--- config.mk ---
export PLATFORM = sky130hd
export DESIGN_NAME = exception_vector_unit_flat
export DESIGN_NICKNAME = d
export VERILOG_FILES = /design/src/rtl/exc_pkg.sv /design/src/rtl/exception_vector_unit_if.sv /design/src/rtl/exception_vector_unit.sv /design/src/flat_wrapper.sv
export SDC_FILE = /design/constraint.sdc
export NUM_CORES = 1
export LEC_CHECK = 0
export ABC_AREA = 1
export ABC_CLOCK_PERIOD_IN_PS = 3620
export CORE_MARGIN = 5
export CORE_UTILIZATION = 45
export CTS_BUF_LIST = sky130_fd_sc_hd__clkbuf_16
export DETAILED_ROUTE_END_ITERATION = 8
export PLACE_DENSITY = 0.95
export SLEW_MARGIN = 20
export SYNTH_ARGS = -nofsm -noshare
export SYNTH_HDL_FRONTEND = slang
export SYNTH_SLANG_ARGS = --single-unit
--- constraint.sdc ---
create_clock -name clk -period 3.62 [get_ports clk]
set_clock_uncertainty 0.2 [all_clocks]
set_input_delay 0.724 -clock clk [delete_from_list [all_inputs] [get_ports clk]]
set_output_delay 0.724 -clock clk [all_outputs]
set_load 0.005 [all_outputs]
--- src/rtl/exc_pkg.sv ---
// exc_pkg: cause encodings, default handler-byte addresses and FSM states
package exc_pkg;
    localparam logic [1:0] CAUSE_OPCODE = 2'b00;
    localparam logic [1:0] CAUSE_OVF    = 2'b01;
    localparam logic [1:0] CAUSE_DIVZ   = 2'b10;
    localparam logic [7:0] VEC_OPCODE_DEF   = 8'd253;
    localparam logic [7:0] VEC_OVERFLOW_DEF = 8'd254;
    localparam logic [7:0] VEC_DIVZERO_DEF  = 8'd255;
    typedef enum logic [1:0] {S_IDLE, S_READ, S_WAIT, S_DONE} state_e;
    // the unused encoding 11 is treated as an invalid opcode
    function automatic logic [1:0] norm_cause(input logic [1:0] c);
        return c == 2'b11 ? CAUSE_OPCODE : c;
    endfunction
endpackage

--- src/rtl/exception_vector_unit_if.sv ---
// exception_vector_unit_if: control, memory and PC-source signals of the exception unit
interface exception_vector_unit_if;
    logic        exc_req;
    logic [1:0]  exc_cause;
    logic [31:0] pc_in;
    logic [7:0]  mem_data;
    logic [31:0] mem_addr;
    logic        mem_rd;
    logic [31:0] exc_destiny;
    logic [31:0] epc_out;
    logic [1:0]  cause_out;
    logic        exc_busy;
    logic        exc_done;
    modport master (output exc_req, exc_cause, pc_in, mem_data,
                    input mem_addr, mem_rd, exc_destiny, epc_out, cause_out, exc_busy, exc_done);
    modport slave  (input exc_req, exc_cause, pc_in, mem_data,
                    output mem_addr, mem_rd, exc_destiny, epc_out, cause_out, exc_busy, exc_done);
endinterface

--- src/rtl/exception_vector_unit.sv ---
// exception_vector_unit: saves EPC, fetches the handler byte for the cause and
// presents it zero-extended as the exception destination
module exception_vector_unit
    import exc_pkg::*;
#(
    parameter int         MEM_LATENCY  = 1,
    parameter logic [7:0] VEC_OPCODE   = VEC_OPCODE_DEF,
    parameter logic [7:0] VEC_OVERFLOW = VEC_OVERFLOW_DEF,
    parameter logic [7:0] VEC_DIVZERO  = VEC_DIVZERO_DEF
) (
    input logic                     clk,
    input logic                     reset,
    exception_vector_unit_if.slave  bus
);
    localparam int CW = $clog2(MEM_LATENCY + 1);
    state_e state, next;
    logic [CW-1:0] cnt;
    logic [1:0] cause_n;
    logic [7:0] vec;
    logic accept, last;
    assign cause_n = norm_cause(bus.exc_cause);
    assign vec = cause_n == CAUSE_OVF ? VEC_OVERFLOW : cause_n == CAUSE_DIVZ ? VEC_DIVZERO : VEC_OPCODE;
    assign accept = state == S_IDLE && bus.exc_req;
    assign last = state == S_WAIT && cnt == CW'(1);
    assign bus.exc_busy = state != S_IDLE;
    always_ff @(posedge clk or negedge reset)
        if (!reset) state <= S_IDLE;
        else state <= next;
    always_comb begin
        next = state;
        next = state == S_IDLE ? (bus.exc_req ? S_READ : S_IDLE)
             : state == S_READ ? S_WAIT
             : state == S_WAIT ? (last ? S_DONE : S_WAIT)
             : S_IDLE;
    end
    // strobe and address are registered on acceptance so they are high exactly during READ
    always_ff @(posedge clk or negedge reset)
        if (!reset) begin
            cnt             <= '0;
            bus.mem_rd      <= 1'b0;
            bus.mem_addr    <= '0;
            bus.exc_done    <= 1'b0;
            bus.exc_destiny <= '0;
            bus.epc_out     <= '0;
            bus.cause_out   <= '0;
        end else begin
            bus.mem_rd   <= accept;
            bus.mem_addr <= accept ? {24'b0, vec} : '0;
            bus.exc_done <= last;
            if (accept) begin
                bus.cause_out <= cause_n;
                bus.epc_out   <= bus.pc_in - 32'd4;
            end
            if (state == S_READ) cnt <= CW'(MEM_LATENCY);
            else if (state == S_WAIT) cnt <= cnt - CW'(1);
            if (last) bus.exc_destiny <= {24'b0, bus.mem_data};
        end
endmodule
--- src/flat_wrapper.sv ---
// flat-port wrapper written by rule: the top's interface ports become plain ports
module exception_vector_unit_flat import exc_pkg::*;
#(
    parameter int         MEM_LATENCY  = 1,
    parameter logic [7:0] VEC_OPCODE   = VEC_OPCODE_DEF,
    parameter logic [7:0] VEC_OVERFLOW = VEC_OVERFLOW_DEF,
    parameter logic [7:0] VEC_DIVZERO  = VEC_DIVZERO_DEF
)
  (clk, reset, bus_exc_req, bus_exc_cause, bus_pc_in, bus_mem_data, bus_mem_addr, bus_mem_rd, bus_exc_destiny, bus_epc_out, bus_cause_out, bus_exc_busy, bus_exc_done);
  exception_vector_unit_if bus_i ();
  input logic clk;
  input logic reset;
  input wire logic [$bits(bus_i.exc_req)-1:0] bus_exc_req;
  input wire logic [$bits(bus_i.exc_cause)-1:0] bus_exc_cause;
  input wire logic [$bits(bus_i.pc_in)-1:0] bus_pc_in;
  input wire logic [$bits(bus_i.mem_data)-1:0] bus_mem_data;
  output wire logic [$bits(bus_i.mem_addr)-1:0] bus_mem_addr;
  output wire logic [$bits(bus_i.mem_rd)-1:0] bus_mem_rd;
  output wire logic [$bits(bus_i.exc_destiny)-1:0] bus_exc_destiny;
  output wire logic [$bits(bus_i.epc_out)-1:0] bus_epc_out;
  output wire logic [$bits(bus_i.cause_out)-1:0] bus_cause_out;
  output wire logic [$bits(bus_i.exc_busy)-1:0] bus_exc_busy;
  output wire logic [$bits(bus_i.exc_done)-1:0] bus_exc_done;
  assign bus_i.exc_req = bus_exc_req;
  assign bus_i.exc_cause = bus_exc_cause;
  assign bus_i.pc_in = bus_pc_in;
  assign bus_i.mem_data = bus_mem_data;
  assign bus_mem_addr = bus_i.mem_addr;
  assign bus_mem_rd = bus_i.mem_rd;
  assign bus_exc_destiny = bus_i.exc_destiny;
  assign bus_epc_out = bus_i.epc_out;
  assign bus_cause_out = bus_i.cause_out;
  assign bus_exc_busy = bus_i.exc_busy;
  assign bus_exc_done = bus_i.exc_done;
  exception_vector_unit #(.MEM_LATENCY(MEM_LATENCY), .VEC_OPCODE(VEC_OPCODE), .VEC_OVERFLOW(VEC_OVERFLOW), .VEC_DIVZERO(VEC_DIVZERO)) u_core (.clk(clk), .reset(reset), .bus(bus_i));
endmodule
==> summary by stage <==
Cells and area
The final net count is 549. The post-synthesis to final-layout area growth is 31.54%. Registers take 1226 um^2. The number of fill cells in the layout is 630. 0 antenna diodes ended up in the layout.

The area of the multi-input gates is 1469 um^2. Cells with a size suffix above 1 make up 4.409% of the layout.

Placement
The count of buffers inserted at the top-level ports is 97. The post-DP HPWL is 6393 um. Prior to clock tree synthesis, the placed netlist has a worst setup slack of 1.056 ns. The weighted congestion at the end of routability-driven global placement is 0.9284.

Clock network
The post-cts gate resize count is 0. At the later pin of the worst-skew pair, clock insertion delay measures 0.28 ns. Hold repair after CTS inserted 0 buffers. The clock drives 49 sinks.

The longest clock path from root to sink contains 2 buffers. The clock transition time at the flip-flop clock pins of the worst setup and hold paths is 0.06 ns. The number of setup buffers added after CTS is 0. TritonCTS built the clock tree. The H-tree generated during clock tree synthesis spans 2 levels. The clock tree root buffer cell is clkbuf_16. The number of buffers added by the clock tree synthesis step is 5.

Worst setup path
The element type at the critical path start is a register. The required time of the worst setup path is 2.70 ns. For this design, the slowest cell found on the critical path is clkdlybuf4s50_1. The maximum net fanout on the critical path is 3.

The number of cells traversed by the worst register-to-register path is 6. The type of the worst setup path is register to primary output. The signal on the critical path passes through inv_1 > ha_1 > inv_1 > clkdlybuf4s50_1.

The critical path endpoint category is a primary output. The largest stage delay on the critical path is 0.49 ns. In this design, the critical path's most frequently occurring cell is inv_1. The arrival time reported for the critical path endpoint is 1.48 ns.

Floorplan
The number of standard-cell rows in the floorplan is 30. The placeable core area is 6681 um^2. Pin placement for this block handled 146 I/O pins. The die span in y is 92.28 um. The die is 92.28 um wide.

The floorplan step defined a die boundary enclosing 8516 um^2. The starting density of the core is 45.60%.

Timing
The final count of pins violating max slew is 0. For the pin with the worst max-slew slack, the measured transition is 0.7816 ns. The maximum clock frequency is 416.0 MHz.

Setup violations remaining at the end of the flow were counted as 0. The final critical-path required period is 2.404 ns. Setup repair after global routing left no endpoint under its margin. The worst path uses 66.40% of the clock period. The final-layout setup total negative slack is 0 ns. The final number of hold-violating endpoints is 0. Measured against its own limit, the worst slew margin works out to 47.83%. The worst-case setup margin in the final layout is 1.216 ns.

Power
The overall power is 2.502 mW. The largest vdd supply drop is 0.0003194 V. The static leakage is 1.881 nW. The ratio of total power to cell area is 624.4 nW/um^2.

Route
The final layout contains routed wiring with a total length of 8093 um. Before antenna repair, the detailed router went through 4 iterations. After the first detailed-routing iteration, the DRC count stood at 200. The total number of vias is 2706. In the routed layout, each cell is associated on average with a via count of 4.674. Once detail routing completed, the nets flagged for antenna violations numbered 0. The wire length per cell after detailed routing is 13.98 um. For this run, design rule violations remaining after detail routing come to 0.

Global routing
The maximum number of pins on one net before global-route repair is 48. The first global-routing pass estimated 13250 um of wire. Global routing consumed, over all layers together, 19.33% of the routing resources. The number of global-route vias before repair is 2797. The number of antenna violations at the first check in global routing came to 0.

Summed over all layers, the global routing overflow is 0.

Synth
The area share of the largest cell type after synthesis is 40.25%. Ranked by total cell area, the synthesized netlist is headed by dfrtp_1 40%, nand2_1 16%, buf_4 13%. For this run, the leading register cell type out of synthesis is dfrtp_1. The number of instances in the synthesized netlist is 406. By count the netlist is led by 128 x nand2_1, 60 x nor2_1, 54 x buf_4, 49 x dfrtp_1, 24 x inv_1. Summed over all instances, the cell type with the most area after synthesis is dfrtp_1.

By instance count, the leading cell after synthesis is nand2_1. After synthesis, the netlist uses 27 different library cells. The count of flip-flops with a built-in enable after synthesis is 0. The share of flip-flops with an asynchronous set or reset is 100.0%. The Yosys step of the flow raised 0 warnings. The synthesized area per cell is 7.504 um^2. The sequential share of the synthesized area is 40.25%. The number of register bits inferred by synthesis is 49. Summing every instance area after synthesis gives 3047 um^2.

Job
The tool flagged a number of max-cap violations equal to 0.

Outcome
The flow ran to the end, and the final reports show no timing, DRC or antenna violations.

Hold path
The worst hold path belongs to the class input pin to asynchronous set/reset pin.
stage by stage:
stage	utilization [%]	hold slack, ns	cells	area [um^2]
after floorplan	-	0.2284	453	3223
after global placement	57.92	0.2611	571	3870
after detailed placement	57.92	0.2643	571	3870
after CTS	59.98	0.2711	579	4008
after global routing	59.98	0.2962	579	4008
final	59.98	0.2503	579	4008
layer usage:
layer	track usage (%)	wire, um
met5	0	0
met4	5.198	76
met3	5.004	635
met2	34.12	4143
met1	23.25	3237
worst max-delay path, delay by kind of cell (launching register included):
family / cells / cell delay, ns
buf+inv: 3 / 0.61
flops: 1 / 0.36
fa+ha+maj: 1 / 0.22
layout by cell type (no fill, tap or decap), drive strengths merged:
cell           Yosys  layout
ha                 6       6
a21oi              3       3
o21bai             7       7
inv               24      24
xnor2              3       3
nand2            134     134
clkbuf             3       5
nand4              6       6
clkinv             1       4
clkdlybuf4s50      0      96
nor2              66      66
a31oi              2       2
xor2               8       8
buf               58       3
o21ai             19      19
dfrtp             49      49
conb               1      48
o31ai              1       1
nand3             15      15
registers in the layout (all words and copies together), names as in the netlist:
name                    count
u_core.bus.epc_out         32
u_core.bus.exc_destiny      8
u_core.bus.mem_addr         3
u_core.bus.cause_out        2
u_core.state                2
u_core.bus.exc_done         1
u_core.cnt                  1
power breakdown:
group          total (mW)  switching [mW]  internal (mW)
Clock               0.438           0.188          0.250
Sequential          0.954           0.148          0.805
Combinational        1.11           0.478          0.633
cells by family after synthesis:
group                    count (synthesis)  share of synthesized area [%]
AO/OA/AOI/OAI                           32                          5.996
XOR/XNOR                                11                          3.162
adder cells (fa/ha/maj)                  6                          2.464
buffers and inverters                   86                          17.33
flip-flops                              49                          40.25
other                                    1                         0.1231
AND/OR/NAND/NOR                        221                          30.68
cell type report:
type | instances | area share, %
Tap cell | 80 | 2.498
Sequential cell | 49 | 30.60
Timing Repair Buffer | 99 | 24.48
Inverter | 25 | 2.342
Multi-Input combinational cell | 318 | 36.65
Clock inverter | 3 | 0.3122
Clock buffer | 5 | 3.122
final timing paths:
path	start	endpoint	slack, ns
max	u_core.state[0]	bus_exc_busy	1.22
min	reset	u_core.bus.epc_out[31]	0.25
max reg2reg	u_core.state[1]	u_core.bus.epc_out[6]	1.66
min reg2reg	u_core.bus.exc_destiny[5]	u_core.bus.exc_destiny[5]	0.28
max in group asynchronous	reset	u_core.bus.epc_out[28]	2.22
min in group clk	u_core.bus.exc_destiny[5]	u_core.bus.exc_destiny[5]	0.28
Note: power is estimated with default switching activity, not from simulation.
